--- src/rtl/div_pkg.sv ---
// Shared types, constants and helpers for the iterative RV32M divider.
package div_pkg;

  localparam int unsigned DIV_XLEN  = 32;
  localparam int unsigned DIV_ITERS = 32;
  localparam int unsigned DIV_CNT_W = $clog2(DIV_ITERS);

  localparam logic [1:0] DIV_OP_DIV  = 2'b00;
  localparam logic [1:0] DIV_OP_DIVU = 2'b01;
  localparam logic [1:0] DIV_OP_REM  = 2'b10;
  localparam logic [1:0] DIV_OP_REMU = 2'b11;

  localparam logic [DIV_XLEN-1:0] DIV_ZERO_QUO = 32'hFFFF_FFFF;
  localparam logic [DIV_XLEN-1:0] INT_MIN      = 32'h8000_0000;

  typedef enum logic [1:0] {
    IDLE = 2'd0,
    CALC = 2'd1,
    DONE = 2'd2
  } div_state_e;

  // funct3[0] clear means the op treats operands as two's complement
  function automatic logic op_is_signed(input logic [1:0] i_op);
    return ~i_op[0];
  endfunction

  function automatic logic op_is_rem(input logic [1:0] i_op);
    return i_op[1];
  endfunction

  function automatic logic [DIV_XLEN-1:0] neg_if(input logic i_neg,
                                                 input logic [DIV_XLEN-1:0] i_val);
    return i_neg ? (~i_val + DIV_XLEN'(1)) : i_val;
  endfunction

endpackage

--- src/rtl/div_if.sv ---
// Request/response bundle between the operand-select stage and the divider.
interface div_if
  import div_pkg::*;
#(
  parameter int unsigned XLEN = DIV_XLEN
);

  logic            i_start;
  logic [1:0]      i_div_op;
  logic [XLEN-1:0] i_operand_a;
  logic [XLEN-1:0] i_operand_b;
  logic            i_flush;
  logic            o_ready;
  logic            o_valid;
  logic [XLEN-1:0] o_result;

  modport master (
    output i_start, i_div_op, i_operand_a, i_operand_b, i_flush,
    input  o_ready, o_valid, o_result
  );

  modport slave (
    input  i_start, i_div_op, i_operand_a, i_operand_b, i_flush,
    output o_ready, o_valid, o_result
  );

endinterface

--- src/rtl/div_unit.sv ---
// Iterative restoring divider for DIV/DIVU/REM/REMU: one quotient bit per cycle,
// divide-by-zero and signed overflow resolved at acceptance.
module div_unit
  import div_pkg::*;
#(
  parameter int unsigned XLEN = DIV_XLEN
) (
  input  logic i_clk,
  input  logic i_rst_n,
  div_if.slave bus
);

  div_state_e            r_state;
  div_state_e            w_state_nxt;
  logic [DIV_CNT_W-1:0]  r_cnt;
  logic                  r_is_rem;
  logic                  r_neg_quo;
  logic                  r_neg_rem;
  logic [XLEN-1:0]       r_divisor;
  logic [XLEN-1:0]       r_rem;
  logic [XLEN-1:0]       r_quo;
  logic [XLEN-1:0]       r_result;

  logic                  w_accept;
  logic                  w_signed;
  logic                  w_a_neg;
  logic                  w_b_neg;
  logic [XLEN-1:0]       w_mag_a;
  logic [XLEN-1:0]       w_mag_b;
  logic                  w_div_zero;
  logic                  w_overflow;
  logic [XLEN-1:0]       w_special_res;
  logic [XLEN:0]         w_shift;
  logic [XLEN:0]         w_trial;
  logic                  w_keep;
  logic [XLEN-1:0]       w_rem_nxt;
  logic [XLEN-1:0]       w_quo_nxt;
  logic [XLEN-1:0]       w_final_res;
  logic                  w_load;
  logic                  w_step;
  logic                  w_res_we;
  logic [XLEN-1:0]       w_res_d;

  // Acceptance-time decode of the request
  assign w_accept   = (r_state == IDLE) && bus.i_start && !bus.i_flush;
  assign w_signed   = op_is_signed(bus.i_div_op);
  assign w_a_neg    = w_signed && bus.i_operand_a[XLEN-1];
  assign w_b_neg    = w_signed && bus.i_operand_b[XLEN-1];
  assign w_mag_a    = neg_if(w_a_neg, bus.i_operand_a);
  assign w_mag_b    = neg_if(w_b_neg, bus.i_operand_b);
  assign w_div_zero = (bus.i_operand_b == '0);
  assign w_overflow = w_signed && (bus.i_operand_a == INT_MIN) && (bus.i_operand_b == '1);

  always_comb begin
    w_special_res = op_is_rem(bus.i_div_op) ? XLEN'(0) : INT_MIN;
    if (w_div_zero) begin
      w_special_res = op_is_rem(bus.i_div_op) ? bus.i_operand_a : DIV_ZERO_QUO;
    end
  end

  // Restoring step; a carry into the shifted top bit always means the divisor fits
  assign w_shift     = {r_rem, r_quo[XLEN-1]};
  assign w_trial     = w_shift - {1'b0, r_divisor};
  assign w_keep      = w_shift[XLEN] || !w_trial[XLEN];
  assign w_rem_nxt   = w_keep ? w_trial[XLEN-1:0] : w_shift[XLEN-1:0];
  assign w_quo_nxt   = {r_quo[XLEN-2:0], w_keep};
  assign w_final_res = r_is_rem ? neg_if(r_neg_rem, w_rem_nxt) : neg_if(r_neg_quo, w_quo_nxt);

  always_comb begin
    w_state_nxt = r_state;
    w_load      = 1'b0;
    w_step      = 1'b0;
    w_res_we    = 1'b0;
    w_res_d     = r_result;
    unique case (r_state)
      IDLE: begin
        if (w_accept) begin
          w_load = 1'b1;
          if (w_div_zero || w_overflow) begin
            w_state_nxt = DONE;
            w_res_we    = 1'b1;
            w_res_d     = w_special_res;
          end else begin
            w_state_nxt = CALC;
          end
        end
      end
      CALC: begin
        w_step = 1'b1;
        if (r_cnt == DIV_CNT_W'(DIV_ITERS - 1)) begin
          w_state_nxt = DONE;
          w_res_we    = 1'b1;
          w_res_d     = w_final_res;
        end
      end
      DONE:    w_state_nxt = IDLE;
      default: w_state_nxt = IDLE;
    endcase
    // Abort wins over everything, including the final CALC step
    if (bus.i_flush) begin
      w_state_nxt = IDLE;
      w_load      = 1'b0;
      w_step      = 1'b0;
      w_res_we    = 1'b0;
    end
  end

  always_ff @(posedge i_clk or negedge i_rst_n) begin
    if (!i_rst_n) begin
      r_state <= IDLE;
    end else begin
      r_state <= w_state_nxt;
    end
  end

  always_ff @(posedge i_clk or negedge i_rst_n) begin
    if (!i_rst_n) begin
      r_cnt     <= '0;
      r_is_rem  <= 1'b0;
      r_neg_quo <= 1'b0;
      r_neg_rem <= 1'b0;
      r_divisor <= '0;
      r_rem     <= '0;
      r_quo     <= '0;
      r_result  <= '0;
    end else begin
      if (w_load) begin
        r_cnt     <= '0;
        r_is_rem  <= op_is_rem(bus.i_div_op);
        r_neg_quo <= w_a_neg ^ w_b_neg;
        r_neg_rem <= w_a_neg;
        r_divisor <= w_mag_b;
        r_rem     <= '0;
        r_quo     <= w_mag_a;
      end else if (w_step) begin
        r_cnt <= r_cnt + DIV_CNT_W'(1);
        r_rem <= w_rem_nxt;
        r_quo <= w_quo_nxt;
      end
      if (w_res_we) begin
        r_result <= w_res_d;
      end
    end
  end

  assign bus.o_ready  = (r_state == IDLE);
  assign bus.o_valid  = (r_state == DONE);
  assign bus.o_result = r_result;

endmodule
--- src/flat_wrapper.sv ---
// flat-port wrapper written by rule: the top's interface ports become plain ports
module div_unit_flat import div_pkg::*;
#(
  parameter int unsigned XLEN = DIV_XLEN
)
  (i_clk, i_rst_n, bus_i_start, bus_i_div_op, bus_i_operand_a, bus_i_operand_b, bus_i_flush, bus_o_ready, bus_o_valid, bus_o_result);
  div_if #(.XLEN(XLEN)) bus_i ();
  input  logic i_clk;
  input  logic i_rst_n;
  input wire logic [$bits(bus_i.i_start)-1:0] bus_i_start;
  input wire logic [$bits(bus_i.i_div_op)-1:0] bus_i_div_op;
  input wire logic [$bits(bus_i.i_operand_a)-1:0] bus_i_operand_a;
  input wire logic [$bits(bus_i.i_operand_b)-1:0] bus_i_operand_b;
  input wire logic [$bits(bus_i.i_flush)-1:0] bus_i_flush;
  output wire logic [$bits(bus_i.o_ready)-1:0] bus_o_ready;
  output wire logic [$bits(bus_i.o_valid)-1:0] bus_o_valid;
  output wire logic [$bits(bus_i.o_result)-1:0] bus_o_result;
  assign bus_i.i_start = bus_i_start;
  assign bus_i.i_div_op = bus_i_div_op;
  assign bus_i.i_operand_a = bus_i_operand_a;
  assign bus_i.i_operand_b = bus_i_operand_b;
  assign bus_i.i_flush = bus_i_flush;
  assign bus_o_ready = bus_i.o_ready;
  assign bus_o_valid = bus_i.o_valid;
  assign bus_o_result = bus_i.o_result;
  div_unit #(.XLEN(XLEN)) u_core (.i_clk(i_clk), .i_rst_n(i_rst_n), .bus(bus_i));
endmodule
--- config.mk ---
export PLATFORM = sky130hd
export DESIGN_NAME = div_unit_flat
export DESIGN_NICKNAME = d
export VERILOG_FILES = /design/src/rtl/div_pkg.sv /design/src/rtl/div_if.sv /design/src/rtl/div_unit.sv /design/src/flat_wrapper.sv
export SDC_FILE = /design/constraint.sdc
export NUM_CORES = 1
export LEC_CHECK = 0
export CAP_MARGIN = 20
export CORE_MARGIN = 5
export CORE_UTILIZATION = 35
export DETAILED_ROUTE_END_ITERATION = 12
export GPL_ROUTABILITY_DRIVEN = 0
export PLACE_DENSITY = 0.54
export RECOVER_POWER = 50
export SLEW_MARGIN = 40
export SYNTH_ARGS = -nofsm -noshare
export SYNTH_HDL_FRONTEND = slang
export SYNTH_SLANG_ARGS = --single-unit
export TNS_END_PERCENT = 1
--- constraint.sdc ---
create_clock -name i_clk -period 4.8 [get_ports i_clk]
set_input_delay 0.72 -clock i_clk [delete_from_list [all_inputs] [get_ports i_clk]]
set_output_delay 0.72 -clock i_clk [all_outputs]
set_load 0.03 [all_outputs]
==> flow_summary.ini, run 1 <==
[run_status]
status = complete, but fails checks
violations_in_the_final_reports = max-capacitance violations, max-slew violations

[synthesis]
async_flop_share_pct = 100
synth.ff_latch_count = 138
synth_ff_type = sky130_fd_sc_hd__dfrtp_1
post_synth_num_cell_types = 79
synth_area_um2 = 11600
synth-warning-count = 0
ys_seq_area_share_pct = 29.7
syn_area_per_cell_um2 = 7.62
synth_enable_flop_cells = 0
synth.net_count = 1636
post_synth_inst_count = 1526

[pwr]
cellPowerDensity_nw_per_um2 = 690
comb_power_share_pct = 65.0
clock_power_share_pct = 15.4
power.leakage_uw = 0.00562
power.internal_uw = 4710
power.share.switching_pct = 50.7
switching_power_uw = 4840
vdd_ir_drop_max_v = 0.000325
sequentialPowerShare_pct = 19.6

[routing]
antenna_violating_nets_post_route = 0
route.final.wire_length_mm = 40.1
route.detailed.drc = 0
vias = 11698
route.detailed.wl_per_inst_um = 19.6
dr.first_iter.drc_count = 904
vias_per_cell = 5.70
drtPass1Iterations = 6

[cts]
tritoncts.num_buffers = 17
clock_insertion_delay_worst_skew_ps = 450
clk_pin_slew_ps = 70
cts_setup_buffers = 0
h_tree_levels = 4
cts_tree = built
cts_root_buffer = sky130_fd_sc_hd__clkbuf_16
cts-root-to-sink-buffers = 2
clock-sinks = 138

[setup_path]
end_kind = register
critical_register_to_register_path_startpoint = u_core.r_quo[31]
critPathArrivalTime_ps = 4790
worst-endpoint-required_ps = 5120
critical_path.n_buffers_inverters = 1
criticalPathCategory = reg -> reg
crit_family = compound AO/OA/AOI/OAI gates
worstSetupStartpoint = u_core.r_quo[31]
rr_worst_depth = 17
r2r-end = u_core.bus.o_result[28]
max_stage_delay_ps = 410
crit_chain = inv_1, ha_1, fa_1, nand2b_1, a21oi_2, o211ai_1, a211o_1, nand2_4, mux2_2, ha_1, nand3_1, o41ai_4, nand3_1, nand4b_1, nor2_1, mux2_2, a221o_1
r2r_setup_slack_ps = 330
critical_path.max_fanout = 10
cp_slowest_cell = sky130_fd_sc_hd__dfrtp_1
worst_setup_path_start_kind = register

[floorplanning]
die_h_um = 192
die_area_um2 = 37000
core_area_um2 = 32700
initial_core_util_pct = 35.6
std_cell_rows = 66
num_io_pins = 104
die_w_um = 192

[sta]
tightestPinTransition_ps = 1960
setup_tns_ps = 0
maxSlewHeadroom_pct = -30.4
final_hold_viol_count = 0
rsz0062_at_grt = no
final.period_utilization_pct = 93.2
final.setup_skew_ps = 19.0
report.final.setup_viol = 0
final_worst_path_period_need_ps = 4470
maxSlewViolCount = 155
fmaxAchievable_ghz = 0.223

[grt]
grt_max_degree = 74
grt_usage_pct = 21.9
gr-total-overflow = 0
grt_first_pass_wirelength_mm = 63.9
first_global_vias = 11280
initial_antenna_violation_count = 0

[flow_run]
maxCapViolations = 4

[finish]
final_cells = 2052
layout.cells.most_common_list = sky130_fd_sc_hd__nand2_1, sky130_fd_sc_hd__o21ai_0, sky130_fd_sc_hd__dfrtp_1, sky130_fd_sc_hd__nor2_1, sky130_fd_sc_hd__a21oi_1
finalNetCount = 1708
insertedDiodeCount = 0
final_common_cell = sky130_fd_sc_hd__nand2_1
drive_above_1_share_pct = 6.40
syn_to_final_growth_pct = 19.0
final_core_util_pct = 42.3

[worst_hold_path]
holdCritStartpoint = u_core.r_divisor[30]
hold-path-cell-count = 2
hp_class = reg -> reg
min_delay_worst_endpoint = u_core.r_divisor[30]

[place]
placement.io_buffers = 103
dpl.hpwl_mm = 30.8
dp.cells = 2020
sequential cells by signal, summed over array words and instances (netlist names):
| register | count |
|---|---|
| u_core.r_divisor | 32 |
| u_core.r_cnt | 5 |
| u_core.r_is_rem | 1 |
| u_core.r_neg_rem | 1 |
| u_core.r_state | 2 |
| u_core.r_rem | 32 |
| u_core.bus.o_result | 32 |
| u_core.r_neg_quo | 1 |
| u_core.r_quo | 32 |
through the flow:
stage               hold WS (ps)  cell area [µm²]  setup slack, ps  total power (µW)
floorplan                    424            11600             29.2              6070
global placement             464            13200              241              7960
detailed placement           470            13200              168              7990
CTS                          349            13800              154              9490
global route                 510            13800             2.32             10300
finish                       478            13800              325              9550
Yosys cell counts, types with 4 or more instances:
library cell                 n  area, µm²
sky130_fd_sc_hd__a211o_1     5       43.8
sky130_fd_sc_hd__a211oi_1   15        113
sky130_fd_sc_hd__a21boi_0    6       45.0
sky130_fd_sc_hd__a21o_1      9       67.6
sky130_fd_sc_hd__a21oi_1   112        561
sky130_fd_sc_hd__a221oi_1    9       78.8
sky130_fd_sc_hd__a22o_1      6       52.6
sky130_fd_sc_hd__a22oi_1     5       37.5
sky130_fd_sc_hd__a31oi_1    50        313
sky130_fd_sc_hd__and2_1      5       31.3
sky130_fd_sc_hd__and3_1     11       68.8
sky130_fd_sc_hd__and4_1      5       43.8
sky130_fd_sc_hd__buf_1       6       22.5
sky130_fd_sc_hd__buf_2      11       55.1
sky130_fd_sc_hd__clkbuf_1   76        285
sky130_fd_sc_hd__dfrtp_1   138       3450
sky130_fd_sc_hd__ha_1       39        488
sky130_fd_sc_hd__inv_1      61        229
sky130_fd_sc_hd__mux2_2      7       78.8
sky130_fd_sc_hd__mux2i_1    19        190
sky130_fd_sc_hd__nand2_1   217        815
sky130_fd_sc_hd__nand2b_1   17        106
sky130_fd_sc_hd__nand3_1    27        135
sky130_fd_sc_hd__nand4_1    23        144
sky130_fd_sc_hd__nor2_1    125        469
sky130_fd_sc_hd__nor2b_1    21        131
sky130_fd_sc_hd__nor3_1     32        160
sky130_fd_sc_hd__nor4_1     11       68.8
sky130_fd_sc_hd__o211ai_1   14        105
sky130_fd_sc_hd__o21a_1      4       30.0
sky130_fd_sc_hd__o21ai_0   137        686
sky130_fd_sc_hd__o21ai_1    17       85.1
sky130_fd_sc_hd__o31ai_1    32        240
sky130_fd_sc_hd__o41ai_1    15        131
sky130_fd_sc_hd__or2_2       6       37.5
sky130_fd_sc_hd__or3_1      22        138
sky130_fd_sc_hd__or4_1      12       90.1
sky130_fd_sc_hd__xnor2_1    83        727
sky130_fd_sc_hd__xor2_1     56        490
final cells by class:
type	count	area (µm²)
Sequential cell	138	3450
Clock buffer	21	470
Timing Repair Buffer	147	1370
Inverter	64	240
Tap cell	442	553
Multi-Input combinational cell	1230	7590
Fill cell	3416	18900
Clock inverter	10	164
tightest hold or removal path, delay by kind of cell (launching register included):
| kind | cells | cell delay (ps) |
|---|---|---|
| flops | 1 | 340 |
| simple gates | 1 | 40 |
| compound gates | 1 | 60 |
repair_timing:
action	4_1_cts	5_1_grt
setup endpoints to repair	0	3
resized for setup	0	3
endpoints found under the hold margin	0	0
hold buffers	0	0
routing by layer:
layer	wire length, µm	GRT usage (%)	vias to the layer above	part of all wire [%]
li1	-	-	5633	-
met1	19000	31.9	5682	47
met2	18400	34.6	340	46
met3	2030	2.73	43	5.0
met4	720	5.32	0	1.8
met5	0	0	-	0
how the worst max path moves through the flow:
stage	depth (start not counted)	end
floorplan	20	u_core.bus.o_result[30]
global placement	17	u_core.bus.o_result[28]
detailed placement	17	u_core.bus.o_result[28]
CTS	17	u_core.bus.o_result[28]
global route	19	u_core.bus.o_result[28]
finish	17	u_core.bus.o_result[28]
cell families (layout without fill, tap and decap cells):
family / count (synthesis) / in the layout / share of synthesized area, %
buffers and inverters: 158 / 242 / 5.25
AOI/OAI and AO/OA: 472 / 472 / 25.3
muxes: 26 / 26 / 2.31
xor gates and xnor gates: 139 / 139 / 10.5
and+or+nand+nor: 553 / 553 / 22.6
adders and majority gates: 40 / 40 / 4.37
DFF: 138 / 138 / 29.7
power by group through the flow:
stage,Combinational (µW),Clock (µW),Sequential (µW)
after CTS,6130,1490,1870
after global placement,6080,0,1880
after floorplan,4230,0,1840
after global routing,6830,1530,1920
final,6200,1470,1870
after detailed placement,6100,0,1890
(Power assumes the default switching activity.)
==> run 2: changes to the inputs <==
CORE_ASPECT_RATIO = 0.7   (was default)
SLEW_MARGIN = 20   (was 40)
==> run 2 against run 1 <==
The run still ends with max-capacitance violations, max-slew violations left; clock-buffer cell count down 3; non-clock buffer count is 1 higher; critical path depth fell by 1; cell count is 0.63% lower; setup slack worse by 140 ps; global-route usage about the same; sequential share of layout area barely moved; clock power increased by 3%; wire length grew 2.7%; critical path type unchanged.
==> flow_summary.ini, run 2 (synthesized netlist as in run 1, its figures left out) <==
[floorplanning]
initial_core_util_pct = 35.7
die_w_um = 228
num_io_pins = 104
std_cell_rows = 55
die_h_um = 163
core_area_um2 = 32600
die_area_um2 = 37000

[worst_hold_path]
hp_class = reg -> reg
holdCritStartpoint = u_core.r_divisor[14]
min_delay_worst_endpoint = u_core.r_divisor[14]
hold-path-cell-count = 2

[sta]
final_hold_viol_count = 0
tightestPinTransition_ps = 3600
maxSlewHeadroom_pct = -140
rsz0062_at_grt = no
final.period_utilization_pct = 96.1
fin_worst_hold_slack_ps = 478
report.final.setup_viol = 0
setup_tns_ps = 0
fmaxAchievable_ghz = 0.217
final_worst_path_period_need_ps = 4610
maxSlewViolCount = 179
final.setup_skew_ps = 12.4

[grt]
gr-total-overflow = 0
grt_max_degree = 75
first_global_vias = 11165
grt_usage_pct = 21.8
grt_first_pass_wirelength_mm = 64.5
initial_antenna_violation_count = 1

[setup_path]
worst_setup_path_start_kind = register
worstSetupStartpoint = u_core.r_quo[31]
r2r_setup_slack_ps = 190
criticalPathCategory = reg -> reg
critical_register_to_register_path_startpoint = u_core.r_quo[31]
end_kind = register
r2r-end = u_core.bus.o_result[31]
worst-endpoint-required_ps = 5160
critical_path.max_fanout = 5
rr_worst_depth = 16
critPathArrivalTime_ps = 4970

[cts]
cts_root_buffer = sky130_fd_sc_hd__clkbuf_16
clock_insertion_delay_worst_skew_ps = 450
clk_pin_slew_ps = 70
cts_tree = built
tritoncts.num_buffers = 17
cts-root-to-sink-buffers = 2
clock-sinks = 138
cts.hold.buffers_added = 0
h_tree_levels = 4

[place]
placement.io_buffers = 103
detailed_place.area_um2 = 13100
dpl.hpwl_mm = 31.9

[run_status]
status = complete, but fails checks
violations_in_the_final_reports = max-capacitance violations, max-slew violations

[routing]
vias_per_cell = 5.77
vias = 11760
route.detailed.wl_per_inst_um = 20.2
antenna_violating_nets_post_route = 0
route.detailed.drc = 0
dr.first_iter.drc_count = 1164
drtPass1Iterations = 5
route.final.wire_length_mm = 41.2

[finish]
insertedDiodeCount = 0
syn_to_final_growth_pct = 18.9
layout.cells.most_common_list = sky130_fd_sc_hd__nand2_1, sky130_fd_sc_hd__dfrtp_1, sky130_fd_sc_hd__o21ai_0, sky130_fd_sc_hd__nor2_1, sky130_fd_sc_hd__a21oi_1
final_core_util_pct = 42.5
post-route-cell-area_um2 = 13800
drive_above_1_share_pct = 6.82
final-seq-area_um2 = 3450
final_common_cell = sky130_fd_sc_hd__nand2_1
finalNetCount = 1709
multi_input_area_um2 = 7580
num-fill-cells = 3302

[pwr]
vdd_ir_drop_max_v = 0.000357
fin_total_pwr_uw = 9690
cellPowerDensity_nw_per_um2 = 701
power.leakage_uw = 0.00561

[flow_run]
maxCapViolations = 3
[run 2: changes by cell type in the layout (fill, tap and decap cells not counted), moves of 2 or more]
cell,previous run,this run
sky130_fd_sc_hd__clkbuf_1,5,1
sky130_fd_sc_hd__inv_6,2,0
sky130_fd_sc_hd__clkinv_4,1,5
sky130_fd_sc_hd__buf_4,39,42
sky130_fd_sc_hd__clkinvlp_4,1,3
sky130_fd_sc_hd__clkbuf_8,3,1
[run 2: final cells by class]
cell class	count	share of cell area, %
Sequential cell	138	25.0
Inverter	64	1.74
Timing Repair Buffer	148	9.83
Clock buffer	18	3.18
Tap cell	427	3.86
Clock inverter	14	1.60
Multi-Input combinational cell	1230	54.8
[run 2: report_power, final]
part	internal [µW]	switching, µW	total (µW)
Combinational	2410	3870	6280
Clock	937	570	1510
Sequential	1470	435	1910
[run 2: stage by stage]
stage / setup slack (ps) / instances
2_1_floorplan: 29.2 / 1526
3_3_place_gp: 165 / 2003
3_5_place_dp: 71.3 / 2003
4_1_cts: 56.0 / 2035
5_1_grt: 10.4 / 2039
6_report: 188 / 2039
[run 2: worst max-delay path, cell delays in order (launching register included)]
cell                        delay, ps
sky130_fd_sc_hd__dfrtp_1          420
sky130_fd_sc_hd__inv_1             80
sky130_fd_sc_hd__ha_1             230
sky130_fd_sc_hd__fa_1             420
sky130_fd_sc_hd__nand2b_1         210
sky130_fd_sc_hd__a21oi_2          210
sky130_fd_sc_hd__buf_4            170
sky130_fd_sc_hd__o2111ai_1        240
sky130_fd_sc_hd__a31oi_1          560
sky130_fd_sc_hd__a41oi_1          220
sky130_fd_sc_hd__xnor2_1          190
sky130_fd_sc_hd__o41ai_1          410
sky130_fd_sc_hd__buf_4            190
sky130_fd_sc_hd__nand3_1          150
sky130_fd_sc_hd__a211o_1          370
sky130_fd_sc_hd__nand4b_1         190
sky130_fd_sc_hd__a32oi_1          250
[run 2: worst max path at each step]
| stage | to | slack (ps) |
|---|---|---|
| after floorplan | u_core.bus.o_result[30] | 30 |
| after global placement | u_core.bus.o_result[28] | 160 |
| after detailed placement | u_core.bus.o_result[28] | 70 |
| after CTS | u_core.bus.o_result[28] | 60 |
| after global routing | u_core.bus.o_result[31] | 10 |
| final | u_core.bus.o_result[31] | 190 |
[run 2: metal layers]
layer | vias to the layer above | routed length [µm] | track usage, %
met5 | - | 0 | 0
li1 | 5628 | - | -
met4 | 0 | 771 | 5.74
met2 | 439 | 16600 | 30.6
met1 | 5642 | 20300 | 33.1
met3 | 51 | 3500 | 5.59
[run 2: repair_timing]
item / CTS / global route
endpoints found under the setup margin: 0 / 5
resized for setup: 0 / 3
buffers inserted: 0 / 4
